**src/rtl/pll_drp_reconfig.sv**
```systemverilog
// pll_drp_reconfig: read-modify-write DRP sequencer that holds the PLL in reset while reprogramming it and waits for relock
module pll_drp_reconfig #(
  parameter int RST_CYCLES   = 4,
  parameter int DRP_TIMEOUT  = 1023,
  parameter int LOCK_TIMEOUT = 65535
) (
  input  logic        i_clock,
  input  logic        i_reset,
  input  logic        i_req_valid,
  output logic        o_req_ready,
  input  logic [6:0]  i_req_addr,
  input  logic [15:0] i_req_mask,
  input  logic [15:0] i_req_data,
  input  logic        i_req_last,
  output logic        o_busy,
  output logic        o_done,
  output logic        o_error,
  output logic [6:0]  o_drp_daddr,
  output logic        o_drp_den,
  output logic        o_drp_dwe,
  output logic [15:0] o_drp_di,
  input  logic [15:0] i_drp_do,
  input  logic        i_drp_drdy,
  output logic        o_pll_rst,
  input  logic        i_pll_locked
);
  localparam int MAX_A = (RST_CYCLES > DRP_TIMEOUT) ? RST_CYCLES : DRP_TIMEOUT;
  localparam int MAX_P = (MAX_A > LOCK_TIMEOUT) ? MAX_A : LOCK_TIMEOUT;
  localparam int CW = $clog2(MAX_P + 1);
  typedef enum logic [3:0] {IDLE, HOLD_RST, READ, WAIT_RD, WRITE, WAIT_WR, NEXT, RELEASE, WAIT_LOCK} state_t;
  state_t r_state;
  logic [CW-1:0] r_cnt;
  logic [6:0] r_addr, r_daddr;
  logic [15:0] r_mask, r_data, r_di;
  logic r_last, r_ready, r_busy, r_done, r_error, r_den, r_dwe, r_pll_rst, r_lock_s1, r_lock_s2;
  logic w_accept;
  logic [CW-1:0] w_cnt_inc;
  assign w_accept = i_req_valid && r_ready;
  assign w_cnt_inc = (&r_cnt) ? r_cnt : r_cnt + 1'b1;
  assign o_req_ready = r_ready;
  assign o_busy = r_busy;
  assign o_done = r_done;
  assign o_error = r_error;
  assign o_drp_daddr = r_daddr;
  assign o_drp_den = r_den;
  assign o_drp_dwe = r_dwe;
  assign o_drp_di = r_di;
  assign o_pll_rst = r_pll_rst;
  always_ff @(posedge i_clock) begin
    if (i_reset) begin
      r_state <= IDLE;
      r_cnt <= '0;
      r_addr <= '0;
      r_mask <= '0;
      r_data <= '0;
      r_last <= 1'b0;
      r_ready <= 1'b0;
      r_busy <= 1'b0;
      r_done <= 1'b0;
      r_error <= 1'b0;
      r_den <= 1'b0;
      r_dwe <= 1'b0;
      r_daddr <= '0;
      r_di <= '0;
      r_pll_rst <= 1'b0;
      r_lock_s1 <= 1'b0;
      r_lock_s2 <= 1'b0;
    end else begin
      r_lock_s1 <= i_pll_locked;
      r_lock_s2 <= r_lock_s1;
      r_done <= 1'b0;
      r_den <= 1'b0;
      r_dwe <= 1'b0;
      r_cnt <= w_cnt_inc;
      case (r_state)
        IDLE: begin
          r_ready <= 1'b1;
          if (w_accept) begin
            r_addr <= i_req_addr;
            r_mask <= i_req_mask;
            r_data <= i_req_data;
            r_last <= i_req_last;
            r_ready <= 1'b0;
            r_error <= 1'b0;
            r_busy <= 1'b1;
            r_pll_rst <= 1'b1;
            r_cnt <= '0;
            r_state <= HOLD_RST;
          end
        end
        HOLD_RST: if (r_cnt == CW'(RST_CYCLES - 1)) begin
          r_den <= 1'b1;
          r_daddr <= r_addr;
          r_state <= READ;
        end
        READ: begin
          r_cnt <= '0;
          r_state <= WAIT_RD;
        end
        WAIT_RD: if (i_drp_drdy) begin
          r_den <= 1'b1;
          r_dwe <= 1'b1;
          r_di <= (i_drp_do & r_mask) | (r_data & ~r_mask);
          r_state <= WRITE;
        end else if (r_cnt == CW'(DRP_TIMEOUT - 1)) begin
          r_error <= 1'b1;
          r_pll_rst <= 1'b0;
          r_busy <= 1'b0;
          r_ready <= 1'b1;
          r_state <= IDLE;
        end
        WRITE: begin
          r_cnt <= '0;
          r_state <= WAIT_WR;
        end
        WAIT_WR: if (i_drp_drdy) begin
          r_pll_rst <= !r_last;
          r_ready <= !r_last;
          r_state <= r_last ? RELEASE : NEXT;
        end else if (r_cnt == CW'(DRP_TIMEOUT - 1)) begin
          r_error <= 1'b1;
          r_pll_rst <= 1'b0;
          r_busy <= 1'b0;
          r_ready <= 1'b1;
          r_state <= IDLE;
        end
        NEXT: if (w_accept) begin
          r_addr <= i_req_addr;
          r_mask <= i_req_mask;
          r_data <= i_req_data;
          r_last <= i_req_last;
          r_ready <= 1'b0;
          r_den <= 1'b1;
          r_daddr <= i_req_addr;
          r_state <= READ;
        end
        RELEASE: begin
          r_cnt <= '0;
          r_state <= WAIT_LOCK;
        end
        WAIT_LOCK: if (r_lock_s2 || r_cnt == CW'(LOCK_TIMEOUT - 1)) begin
          r_done <= r_lock_s2;
          r_error <= !r_lock_s2;
          r_busy <= 1'b0;
          r_ready <= 1'b1;
          r_state <= IDLE;
        end
        default: r_state <= IDLE;
      endcase
    end
  end
endmodule

```
**config.mk**
```make
export PLATFORM = sky130hd
export DESIGN_NAME = pll_drp_reconfig
export DESIGN_NICKNAME = d
export VERILOG_FILES = /design/src/rtl/pll_drp_reconfig.sv
export SDC_FILE = /design/constraint.sdc
export NUM_CORES = 1
export LEC_CHECK = 0
export ABC_AREA = 1
export BUFFER_PORTS_ARGS = -buffer_cell sky130_fd_sc_hd__buf_2
export CORE_MARGIN = 5
export CORE_UTILIZATION = 47
export CTS_CLUSTER_DIAMETER = 100
export DETAILED_ROUTE_END_ITERATION = 10
export HOLD_SLACK_MARGIN = 0.05
export PLACE_DENSITY = 0.76
export SLEW_MARGIN = 40
export SYNTH_ARGS = -nofsm -noshare
export SYNTH_HDL_FRONTEND = slang
export SYNTH_SLANG_ARGS = --single-unit
```
**constraint.sdc**
```tcl
create_clock -name i_clock -period 1.41 [get_ports i_clock]
set_clock_uncertainty 0.1 [all_clocks]
set_input_delay 0.0705 -clock i_clock [delete_from_list [all_inputs] [get_ports i_clock]]
set_output_delay 0.0705 -clock i_clock [all_outputs]
set_load 0.05 [all_outputs]
```
## After elaboration in Yosys (flattened, before gate mapping)

Cells that the tools add are included.
Widths: inputs -> output; s select.

| operators by class | value |
|---|---|
| add/subtract/negate cells | 1 |
| equality and inequality tests | 18 |
| muxes and demuxes | 39 |
| bitwise gates (word level) | 7 |
| reduce and logical (&&, ||, !) cells | 22 |

Operators with widths:

| operator | count |
|---|---|
| $pmux 4 s9 | 1 |
| $and 16x16->16 | 2 |
| $mux 16 | 2 |
| $pmux 16 s2 | 1 |
| $mux 4 | 7 |
| $mux 1 | 20 |
| $add 16x1->16 const B | 1 |
| $eq 16x10->1 const B | 1 |
| $eq 16x16->1 const B | 1 |
| $eq 16x2->1 const B | 1 |
| $eq 4x3->1 const B | 4 |
| $not 16->16 | 1 |
| $or 16x16->16 | 1 |
| $reduce_and 16->1 | 1 |
| $mux 7 | 2 |
| $pmux 7 s2 | 1 |
| $ne 2x2->1 const B | 6 |
| $pmux 1 s3 | 4 |
| $eq 4x2->1 const B | 2 |
| $reduce_and 4->1 | 2 |
| $reduce_and 3->1 | 2 |
| $reduce_bool 3->1 | 2 |
| $reduce_or 2->1 | 3 |
| $reduce_or 3->1 | 2 |
| 13 further kinds | 17 |

| word-level totals | value |
|---|---|
| bits in registers | 92 |
| bits of input ports | 61 |
| output and inout bits | 30 |

## Logic depth before layout (Yosys ltp)

Gate-level depths: netlist of the first run.

| depth | value |
|---|---|
| word-level depth | 4 |
| depth in mapped cells | 13 |
| mapped depth without buffers | 13 |

## Least setup slack after synthesis of the first run

OpenSTA, ideal clock, no wires.

| timing path | value |
|---|---|
| path type | register to register |
| from | register r_ready (netlist: o_req_ready) |
| to | register r_addr[0] |
| setup time | 0.070 ns |
| arrival time | 1.545 ns |
| data required time | 1.240 ns |
| path slack | -0.305 ns |
| cell stages (with the launch flop) | 8 |
| path buffers | 1 |
| period minus slack after synthesis | 1.715 ns |
| cells stage by stage | dfxtp_1 -> nand2_1 -> inv_1 -> nand3_1 -> o21ai_2 -> buf_2 -> o21ai_0 -> a21oi_1 |

| between the ends | value |
|---|---|
| longest elaborated chain between the ends | 2 |

RTL lines:

| what | RTL line | RTL |
|---|---|---|
| start: declaration | 35 | `logic r_last, r_ready, r_busy, r_done, r_error, r_den, r_dwe, r_pll_rst, r_lock_s1, r_lock_s2;` |
| start signal: assignment | 118 | `r_ready <= !r_last;` |
| $logic_and 1x1->1 | 38 | `assign w_accept = i_req_valid && r_ready;` |
| $reduce_and 2->1 (no source line) | -- |  |
| end signal: assignment | 79 | `r_addr <= i_req_addr;` |
| end signal: assignment | 128 | `r_addr <= i_req_addr;` |
| end: declaration | 33 | `logic [6:0] r_addr, r_daddr;` |

Every way passes these cells.
A chain may end at the register's enable or synchronous reset.

## Worst setup path after layout of the first run

| timing path | value |
|---|---|
| from | register r_cnt[0] |
| to | register r_cnt[9] |

| between the ends | value |
|---|---|
| longest elaborated chain between the ends | 4 |

RTL lines:

| what | RTL line | RTL |
|---|---|---|
| start: declaration | 32 | `logic [CW-1:0] r_cnt;` |
| start signal: assignment | 74 | `r_cnt <= w_cnt_inc;` |
| $add 16x1->16 or $reduce_and 16->1 (tied branches) | 39 | `assign w_cnt_inc = (&r_cnt) ? r_cnt : r_cnt + 1'b1;` |
| $mux 16 (*) | 39 |  |
| $mux 16 | 78 | `if (w_accept) begin` |
| $pmux 16 s2 (*) | 75 | `case (r_state)` |

Mark *: on every way between the ends. The rest lies on a longest branch, timed or not.

==> results of run 1 <==
## cells by family after synthesis
group                    share of synthesized area
AO/OA/AOI/OAI                                0.196
multiplexers                                0.0388
buffers and inverters                        0.113
AND/OR/NAND/NOR                              0.184
flip-flops                                   0.447
adder cells (fa/ha/maj)                    0.00607
XOR/XNOR                                    0.0149
## worst paths after layout
check,to,slack [ns],depth (start not counted)
setup / recovery,r_cnt[9]$_SDFF_PP0_,-0.51,10
hold / removal,r_state[1]$_SDFFE_PP0P_,0.03,4
setup reg to reg,r_cnt[9]$_SDFF_PP0_,-0.51,10
hold reg to reg,o_drp_daddr[5]$_SDFFE_PP0P_,0.37,2
## timing repair
| action | in CTS | in global routing |
|---|---|---|
| setup endpoints to repair | 86 | 88 |
| pin swaps | 25 | 52 |
| cloned | 6 | 9 |
| endpoints found under the hold margin | 69 | 6 |
| gates resized for setup | 107 | 213 |
| buffers inserted | 21 | 21 |
| hold buffers | 59 | 1 |
## cell type report
class / count / area, sq um / area share
inverter: 95 / 384 / 0.0500
multi-input combinational: 357 / 2740 / 0.357
timing repair buffer: 266 / 2370 / 0.308
clock inverter: 6 / 45.0 / 0.00587
clock buffer: 10 / 128 / 0.0166
tap: 108 / 135 / 0.0176
sequential: 92 / 1880 / 0.245
## critical path, cell delays in order (launching register included)
cell	delay, ns
dfxtp_4	0.43
buf_4	0.15
nand3_2	0.15
nor2_2	0.20
inv_2	0.09
nor3_4	0.24
nand2_1	0.10
nand2_1	0.09
nand2_1	0.07
nand2_1	0.09
inv_1	0.07
## cells in the final DEF (no fill, tap or decap), types with 5 or more instances in the layout
cell	netlist	final
buf_2	8	90
mux2i_1	16	16
nand3_2	1	6
clkbuf_16	0	8
inv_2	5	12
nand2_4	0	9
nand3_1	24	14
buf_6	0	17
nor2_1	45	25
o21ai_1	30	28
dfxtp_4	0	7
buf_12	0	8
nor2_2	3	14
o21ai_4	1	15
nand2_1	83	55
buf_4	4	74
o21ai_2	2	35
buf_16	0	6
nand3_4	0	5
a21oi_1	73	19
clkbuf_8	0	9
dlygate4sd3_1	0	60
nand2_2	4	21
inv_1	90	78
dfxtp_2	0	9
dfxtp_1	92	76
nor2_4	3	12
a21oi_2	0	46
a21oi_4	0	8
## sequential cells by signal, summed over array words and instances (netlist names)
name,cells
r_cnt,16
o_pll_rst,1
r_mask,16
o_drp_daddr,7
r_last,1
r_lock_s2,1
o_drp_di,16
r_state,4
o_busy,1
o_req_ready,1
o_drp_den,1
r_addr,7
r_lock_s1,1
r_data,16
o_drp_dwe,1
o_error,1
o_done,1
## power groups by stage
stage                     combinational (W)  sequential [W]  clock [W]
after floorplan                     0.00126         0.00391          0
after global placement              0.00250         0.00343          0
after detailed placement            0.00258         0.00346          0
after CTS                           0.00323         0.00343    0.00166
after global routing                0.00504         0.00366    0.00184
final                               0.00494         0.00365    0.00177
## routing by layer
layer,up-vias,global-route usage,share of wire
met5,-,0,0
met4,0,0.135,0.11
met3,297,0.0622,0.12
met2,685,0.482,0.45
met1,2692,0.292,0.31
li1,2338,-,-
## through the flow
stage | cells | util | area [sq um] | total power, W | TNS, ns
after floorplan | 566 | - | 4190 | 0.00517 | -0.242
after CTS | 907 | 0.759 | 6560 | 0.00831 | -7.65
after global routing | 934 | 0.889 | 7680 | 0.0105 | -30.62
final | 934 | 0.889 | 7680 | 0.0104 | -27.20
after detailed placement | 805 | 0.603 | 5210 | 0.00604 | -12.19
after global placement | 805 | 0.603 | 5210 | 0.00594 | -9.82
==> run metrics, run 1 <==
largest net degree at the start of global routing=69; RSZ-0062 raised after global routing=true; min-delay worst type=in2reg; Mapped Avg Cell Area=7.28 sq um; Post-synth EDFFs=0; Synth-to-Final Area Change=86.3%; CTS tree=done; Reg clk slew, reported paths=0.11 ns; Via Count=6012; die area=10700 sq um; initial antenna violation count=0; Worst Path Required=1.56 ns; Synth area leader=dfxtp_1; commonest cells in the netlist=dfxtp_1 (92), inv_1 (90), nand2_1 (83); cell internal pwr=0.00584 W; combinational share of power=0.477; Worst Slack Setup Final=-0.510 ns; Bufs on Longest Clock Path=2; H-tree Lvls=3; leakage power=3.48 nW; Worst VDD drop=0.000813 V; CP startpoint kind=flip-flop; Row Count=34; clock power share=0.171; CP max FO=4; achievable clock frequency=521 MHz; clock root buffer=clkbuf_8; Setup WS pre-CTS=-0.239 ns; Tightest Pin Transition=0.498 ns; number of fillers in the final layout=291; switch share=0.436; syn_nets=629; fin crit period=1.92 ns; ANT nets after route=0; num ports=91; maxcap violations=0; Setup-failing EPs final=88; Final Hold Fails=0; Final nets=884; Post-Synthesis Cells=566; Mapped Area=4120 sq um; post-synthesis async set-or-reset flop share=0; Most used DFF post-synth=dfxtp_1; DRC=0; Pins Over Slew Limit=0; CP startpoint=r_cnt[0]$_SDFF_PP0_; Netlist cell types=29; grt ovf=0; hold path startpoint=i_req_valid; post-synthesis sequential area ratio=0.447; vias in the first global route=4929; Yosys warnings=0; DRT iter0 DRCs=793; Pre-antenna DRT Iters=7; status=finished with violations; fraction of layout cells with a size suffix above 1=0.525; ANT cells=0; synthesized flop and latch total=92; Tcrit/Tclk final=1.36; Total GRT Usage=0.268; Final Hold Slack=0.0305 ns; Die Wd=104 microns; sequential group share of total power=0.352; clock sink count=92; starting density of the core=0.477; gpl congestion=0.979; share of the synthesized area in the top cell type=0.447; Worst setup EP type=flip-flop; FF-to-FF Start=r_cnt[0]$_SDFF_PP0_; CORE AREA=8640 sq um; DIE HEIGHT=104 microns; clk_lat worst skew=0.39 ns; Port-buffer cells=90; Net Sw Power=0.00452 W; vias per inst=6.44; DP HPWL=7940 microns; ranking of synthesized cells by area=dfxtp_1 (45%), a21oi_1 (8.9%), inv_1 (8.2%), nand2_1 (7.6%), o21ai_0 (5.8%); first-pass GRT wire length=23700 microns; WL/cell=26.4 microns; Max-slew headroom=0.668; most frequent cell after synthesis=dfxtp_1; TritonCTS buffer count=9; Setup Crit Path Kind=reg2reg; crit path DAT=2.07 ns; violated checks=setup timing; DRT Wirelength=24700 microns; Power Dens Cells=1350 nW/um^2
Note: power is estimated with default switching activity, not from simulation.
==> run 2, diff against run 1 <==
Settings changed: CORE_UTILIZATION 47 to 35, PLACE_DENSITY 0.76 to 0.61.
==> run 2 against run 1 <==
Against the previous run:
- the flow finishes with violations (hold timing, setup timing)
- maximum frequency is 22% higher
- sequential share of layout area grew 2.7 points
- clock power is 49% higher
- sequential power decreased by 5.8%
- largest power group unchanged
- cell count is 1.7% higher
- hold slack lost 0.089 ns
- flip-flop and latch count did not move
- critical path type unchanged
- highest routed layer unchanged
- die area is 31% higher
- first-iteration DRC count is 71% lower
- combinational power is 30% lower
- critical path depth unchanged
- clock-buffer cell count up 1
==> run metrics, run 2 (synthesis gave the netlist of run 1 again) <==
Via Count=4587 (was 6012); Worst setup EP type=flip-flop (unchanged); Worst Path Required=1.57 ns (was 1.56 ns); Die Wd=119 microns (was 104 microns); crit-path cells=ha_4 -> nand3_2 -> nor2_2 -> nand2_1 -> nand2_2 -> buf_6 -> nand2_4 -> nor2_4 -> nand2_1 -> a21oi_1 (was buf_4 -> nand3_2 -> nor2_2 -> inv_2 -> nor3_4 -> nand2_1 -> nand2_1 -> nand2_1 -> nand2_1 -> inv_1); commonest non-fill, non-tap cell in the layout=buf_2 (unchanged); gpl congestion=0.861 (was 0.979); achievable clock frequency=636 MHz (was 521 MHz); most frequent CP cell=nand2_1 (unchanged); H-tree Lvls=3 (unchanged); leakage power=3.28 nW (was 3.48 nW); sequential group share of total power=0.361 (was 0.352); Max-slew headroom=0.744 (was 0.668); status=finished with violations (unchanged); Setup WS pre-CTS=-0.271 ns (was -0.239 ns); starting density of the core=0.360 (was 0.477); number of fillers in the final layout=916 (was 291); Overall Power=0.00952 W (was 0.0104 W); crit path DAT=1.74 ns (was 2.07 ns); total negative slack=-8.03 ns (was -27.20 ns); DRT Wirelength=13400 microns (was 24700 microns); Final nets=864 (was 884); die area=14000 sq um (was 10700 sq um); slowest stage delay, CP=0.38 ns (was 0.43 ns); ANT nets after route=0 (unchanged); CTS tree=done (unchanged); Final Hold Slack=-0.0581 ns (was 0.0305 ns); clk_lat worst skew=0.35 ns (was 0.39 ns); violated checks=hold timing, setup timing (was setup timing); Setup Crit Path Kind=reg2reg (unchanged); Tcrit/Tclk final=1.12 (was 1.36); clock root buffer=clkbuf_16 (was clkbuf_8); Pins Over Slew Limit=0 (unchanged); Non-Filler Instances=950 (was 934); grt ovf=0 (unchanged); maxcap violations=0 (unchanged); Setup-failing EPs final=88 (unchanged); Total GRT Usage=0.181 (was 0.268); min-delay worst type=in2reg (unchanged); most frequent cells in the layout=buf_2 (90), inv_1 (81), dfxtp_1 (77), buf_4 (72), a21oi_1 (67) (was buf_2 (90), inv_1 (78), dfxtp_1 (76), buf_4 (74), dlygate4sd3_1 (60)); initial antenna violation count=1 (was 0); CP max stage cell=dfxtp_4 (unchanged); DP HPWL=7980 microns (was 7940 microns); Synth-to-Final Area Change=68.0% (was 86.3%); TritonCTS buffer count=9 (unchanged); DIE HEIGHT=119 microns (was 104 microns); largest net degree at the start of global routing=42 (was 69); WL/cell=14.1 microns (was 26.4 microns); Port-buffer cells=90 (unchanged); Pre-antenna DRT Iters=5 (was 7); cell internal pwr=0.00615 W (was 0.00584 W); Bufs on Longest Clock Path=2 (unchanged); fin crit period=1.57 ns (was 1.92 ns); Net Sw Power=0.00337 W (was 0.00452 W); Power Dens Cells=1370 nW/um^2 (was 1350 nW/um^2); vias per inst=4.83 (was 6.44); combinational share of power=0.363 (was 0.477); CP max FO=3 (was 4); Tightest Pin Transition=0.384 ns (was 0.498 ns); placed cells=842 (was 805); fraction of layout cells with a size suffix above 1=0.383 (was 0.525); CP startpoint kind=flip-flop (unchanged); hold buffers post-CTS=59 (unchanged); clock sink count=92 (unchanged); Reg clk slew, reported paths=0.07 ns (was 0.11 ns); Worst VDD drop=0.000746 V (was 0.000813 V); first-pass GRT wire length=21200 microns (was 23700 microns); RSZ-0062 raised after global routing=true (unchanged); DRC=0 (unchanged); Worst Slack Setup Final=-0.164 ns (was -0.510 ns); Final Hold Fails=6 (was 0); num ports=91 (unchanged); vias in the first global route=4457 (was 4929); Row Count=39 (was 34); CORE AREA=11500 sq um (was 8640 sq um); DRT iter0 DRCs=230 (was 793); clock power share=0.276 (was 0.171); final core occ=0.604 (was 0.889); switch share=0.354 (was 0.436)
-- run 2: path summary, 6_finish.rpt --
path,from,slack [ns],end,depth (start not counted)
max reg2reg,r_cnt[1]$_SDFF_PP0_,-0.16,r_state[1]$_SDFFE_PP0P_,10
min,i_reset,-0.06,r_state[0]$_SDFFE_PP0P_,2
max,r_cnt[1]$_SDFF_PP0_,-0.16,r_state[1]$_SDFFE_PP0P_,10
min reg2reg,o_drp_daddr[1]$_SDFFE_PP0P_,0.34,o_drp_daddr[1]$_SDFFE_PP0P_,2
-- run 2: metrics by stage --
stage / hold slack [ns] / cell area, sq um
3_3_place_gp: 0.190 / 5240
5_1_grt: -0.0624 / 6920
6_report: -0.0581 / 6920
2_1_floorplan: 0.0775 / 4190
4_1_cts: -0.0652 / 6670
3_5_place_dp: 0.185 / 5240
-- run 2: layout make-up --
type / instances / area [sq um] / area share
inverters: 95 / 369 / 0.0533
multi-input cells: 358 / 2170 / 0.314
flip-flops and latches: 92 / 1880 / 0.272
diodes: 1 / 2.50 / 0.000361
clock buffers: 11 / 264 / 0.0381
clock inverters: 5 / 65.1 / 0.00940
well taps: 143 / 179 / 0.0258
repair buffers: 245 / 1990 / 0.287
-- run 2: worst max-delay path: cells and delay by family (launching register included) --
family	cells	cell delay, ns
and+or+nand+nor	7	0.55
DFF	1	0.38
buffers and inverters	1	0.13
AOI/OAI and AO/OA	1	0.15
adders and majority gates	1	0.17
-- run 2: per-layer routing --
| metal | GRT usage | up-vias | routed length, microns |
|---|---|---|---|
| li1 | - | 2292 | - |
| met1 | 0.230 | 2149 | 5740 |
| met2 | 0.301 | 127 | 6680 |
| met3 | 0.0411 | 19 | 771 |
| met4 | 0.0673 | 0 | 191 |
| met5 | 0 | - | 0 |
-- run 2: power groups by stage --
stage               clock network, W  logic (W)  registers [W]
floorplan                          0    0.00126        0.00391
global placement                   0    0.00250        0.00344
detailed placement                 0    0.00256        0.00345
CTS                          0.00267    0.00314        0.00342
global route                 0.00278    0.00372        0.00349
finish                       0.00263    0.00346        0.00344
-- run 2: timing repair --
| item | 4_1_cts | 5_1_grt |
|---|---|---|
| endpoints found under the hold margin | 64 | 6 |
| cloned | 3 | 5 |
| pin swaps | 21 | 28 |
| setup buffers | 19 | 6 |
| resized for setup | 84 | 59 |
| setup endpoints to repair | 87 | 89 |
==> run 3, diff against run 2 <==
--- a/constraint.sdc
+++ b/constraint.sdc
@@ -3,3 +3,3 @@
 set_input_delay 0.0705 -clock i_clock [delete_from_list [all_inputs] [get_ports i_clock]]
 set_output_delay 0.0705 -clock i_clock [all_outputs]
-set_load 0.05 [all_outputs]
+set_load 0.1 [all_outputs]
==> run 3 against run 2 <==
Against the previous run:
- the run ends with setup timing left
- maximum frequency down 4.8%
- clock power is 2% higher
- utilization rose by 5.6 points
- via count up 4.3%
- die area unchanged
- register-to-register slack worse by 0.08 ns
- cell area grew 9.3%
- critical path depth up 1
- total power grew 13%
- critical path type unchanged
==> run metrics, run 3 (synthesis gave the netlist of run 1 again) <==
status=finished with violations (unchanged); violated checks=setup timing (was hold timing, setup timing); Worst Slack Setup Final=-0.243 ns (was -0.164 ns); RSZ-0062 raised after global routing=true (unchanged); WL/cell=15.7 microns (was 14.1 microns); grt ovf=0 (unchanged); DRT Wirelength=15200 microns (was 13400 microns); leakage power=3.38 nW (was 3.28 nW); Die Wd=119 microns (unchanged); Row Count=39 (unchanged); Port-buffer cells=90 (unchanged); achievable clock frequency=605 MHz (was 636 MHz); gpl congestion=0.877 (was 0.861); DIE HEIGHT=119 microns (unchanged); Reg clk slew, reported paths=0.07 ns (about the same); hold path startpoint=i_req_valid (was i_reset); Final nets=880 (was 864); starting density of the core=0.360 (unchanged); Setup Crit Path Kind=reg2reg (unchanged); DP Area=5360 sq um (was 5240 sq um); Final Hold Fails=0 (was 6); Tightest Pin Transition=0.711 ns (was 0.384 ns); Pins Over Slew Limit=0 (unchanged); num ports=91 (unchanged); CORE AREA=11500 sq um (unchanged); fraction of layout cells with a size suffix above 1=0.496 (was 0.383); most frequent cells in the layout=buf_2 (89), inv_1 (83), buf_4 (79), nand2_1 (66), dfxtp_1 (60) (was buf_2 (90), inv_1 (81), dfxtp_1 (77), buf_4 (72), a21oi_1 (67)); H-tree Lvls=3 (unchanged); min-delay worst type=in2reg (unchanged); CTS tree=done (unchanged); commonest non-fill, non-tap cell in the layout=buf_2 (unchanged); Via Count=4786 (was 4587); Overall Power=0.0108 W (was 0.00952 W); Worst setup EP type=flip-flop (unchanged); FF-to-FF Start=r_state[1]$_SDFFE_PP0P_ (was r_cnt[1]$_SDFF_PP0_); DRT iter0 DRCs=202 (was 230); TritonCTS buffer count=9 (unchanged); Worst VDD drop=0.00119 V (was 0.000746 V); Power Dens Cells=1430 nW/um^2 (was 1370 nW/um^2); Pre-antenna DRT Iters=4 (was 5); Synth-to-Final Area Change=83.6% (was 68.0%); Worst Hold End=o_req_ready$_SDFFE_PP0P_ (was r_state[0]$_SDFFE_PP0P_); Max-slew headroom=0.526 (was 0.744); clock sink count=92 (unchanged); Non-Filler Instances=965 (was 950); ANT cells=0 (was 1); clk_lat worst skew=0.35 ns (about the same); Total GRT Usage=0.209 (was 0.181); largest net degree at the start of global routing=41 (was 42); die area=14000 sq um (unchanged); Setup-failing EPs final=88 (unchanged); fin crit period=1.65 ns (was 1.57 ns); RR Endpoint=o_req_ready$_SDFFE_PP0P_ (was r_state[1]$_SDFFE_PP0P_); DRC=0 (unchanged); vias per inst=4.96 (was 4.83); flop2flop setup slack=-0.24 ns (was -0.16 ns); DP HPWL=8190 microns (was 7980 microns); Worst Path Required=1.52 ns (was 1.57 ns); placed cells=852 (was 842); CP startpoint kind=flip-flop (unchanged); vias in the first global route=4980 (was 4457); ANT nets after route=0 (unchanged); depth of the most critical reg-to-reg path=11 (was 10); CP max FO=4 (was 3); first-pass GRT wire length=24200 microns (was 21200 microns); number of fillers in the final layout=876 (was 916); Final Instance Area=7570 sq um (was 6920 sq um); crit path DAT=1.76 ns (was 1.74 ns); initial antenna violation count=0 (was 1); maxcap violations=0 (unchanged); clock root buffer=clkbuf_16 (unchanged); worst hold path depth=6 (was 2); Bufs on Longest Clock Path=2 (unchanged); Tcrit/Tclk final=1.17 (was 1.12)
## run 3: changes by cell type in the layout (fill, tap and decap cells not counted), moves of 11 or more
cell	previous run	this run
a21oi_1	67	25
a21oi_2	6	45
o21ai_1	51	20
o21ai_2	6	26
dfxtp_1	77	60
dfxtp_2	7	24
o21ai_4	2	13
## run 3: layout make-up
cell class	count	area, sq um	area share
clock buffer	10	229	0.0302
timing repair buffer	261	2210	0.293
multi-input combinational	357	2560	0.338
inverter	95	384	0.0507
timing repair inverter	1	7.51	0.000992
sequential	92	1900	0.251
tap	143	179	0.0236
clock inverter	6	95.1	0.0126
## run 3: where the power goes
part           switching, W  internal [W]  total [W]  leakage [nW]
clock network       0.00112       0.00157    0.00269         0.151
logic               0.00278       0.00181    0.00459          2.46
registers          0.000421       0.00310    0.00352         0.768
## run 3: how the worst max path moves through the flow
stage	startpoint	endpoint	slack (ns)	cells past startpoint
after floorplan	r_cnt[0]$_SDFF_PP0_	o_busy$_SDFFE_PP0P_	-0.06	13
after global placement	r_cnt[2]$_SDFF_PP0_	r_cnt[9]$_SDFF_PP0_	-0.20	9
after detailed placement	r_cnt[1]$_SDFF_PP0_	o_busy$_SDFFE_PP0P_	-0.25	13
after CTS	r_cnt[1]$_SDFF_PP0_	o_busy$_SDFFE_PP0P_	-0.19	11
after global routing	r_state[1]$_SDFFE_PP0P_	o_req_ready$_SDFFE_PP0P_	-0.33	10
final	r_state[1]$_SDFFE_PP0P_	o_req_ready$_SDFFE_PP0P_	-0.24	11
## run 3: critical path: stages (launching register included)
cell and delay (ns):
dfxtp_4 0.39, inv_4 0.05, nor2_4 0.15, buf_4 0.14, nand3_1 0.12, buf_4 0.20, nand2_1 0.07, inv_1 0.04
nand2_1 0.08, nor2_1 0.05, nand3_1 0.07, a21oi_1 0.06
## run 3: through the flow
stage | setup slack, ns | util | setup TNS (ns) | hold WS, ns
after global placement | -0.201 | 0.467 | -10.81 | 0.173
after floorplan | -0.0570 | - | -0.881 | 0.0775
after detailed placement | -0.255 | 0.467 | -12.19 | 0.184
after global routing | -0.332 | 0.660 | -19.54 | 0.181
final | -0.243 | 0.660 | -14.11 | 0.145
after CTS | -0.188 | 0.629 | -9.39 | 0.135
## run 3: timing repair
| item | in CTS | in global routing |
|---|---|---|
| gates resized for setup | 150 | 75 |
| hold endpoints to repair | 64 | 0 |
| hold buffers | 59 | 0 |
| gates cloned | 11 | 0 |
| setup endpoints to repair | 88 | 91 |
| buffers inserted | 20 | 8 |
| pin swaps | 37 | 16 |
## run 3: metal layers
layer | GRT usage | part of all wire | vias to the layer above
met4 | 0.0666 | 0.026 | 0
met1 | 0.255 | 0.42 | 2267
li1 | - | - | 2342
met5 | 0 | 0 | -
met2 | 0.364 | 0.50 | 146
met3 | 0.0506 | 0.058 | 31
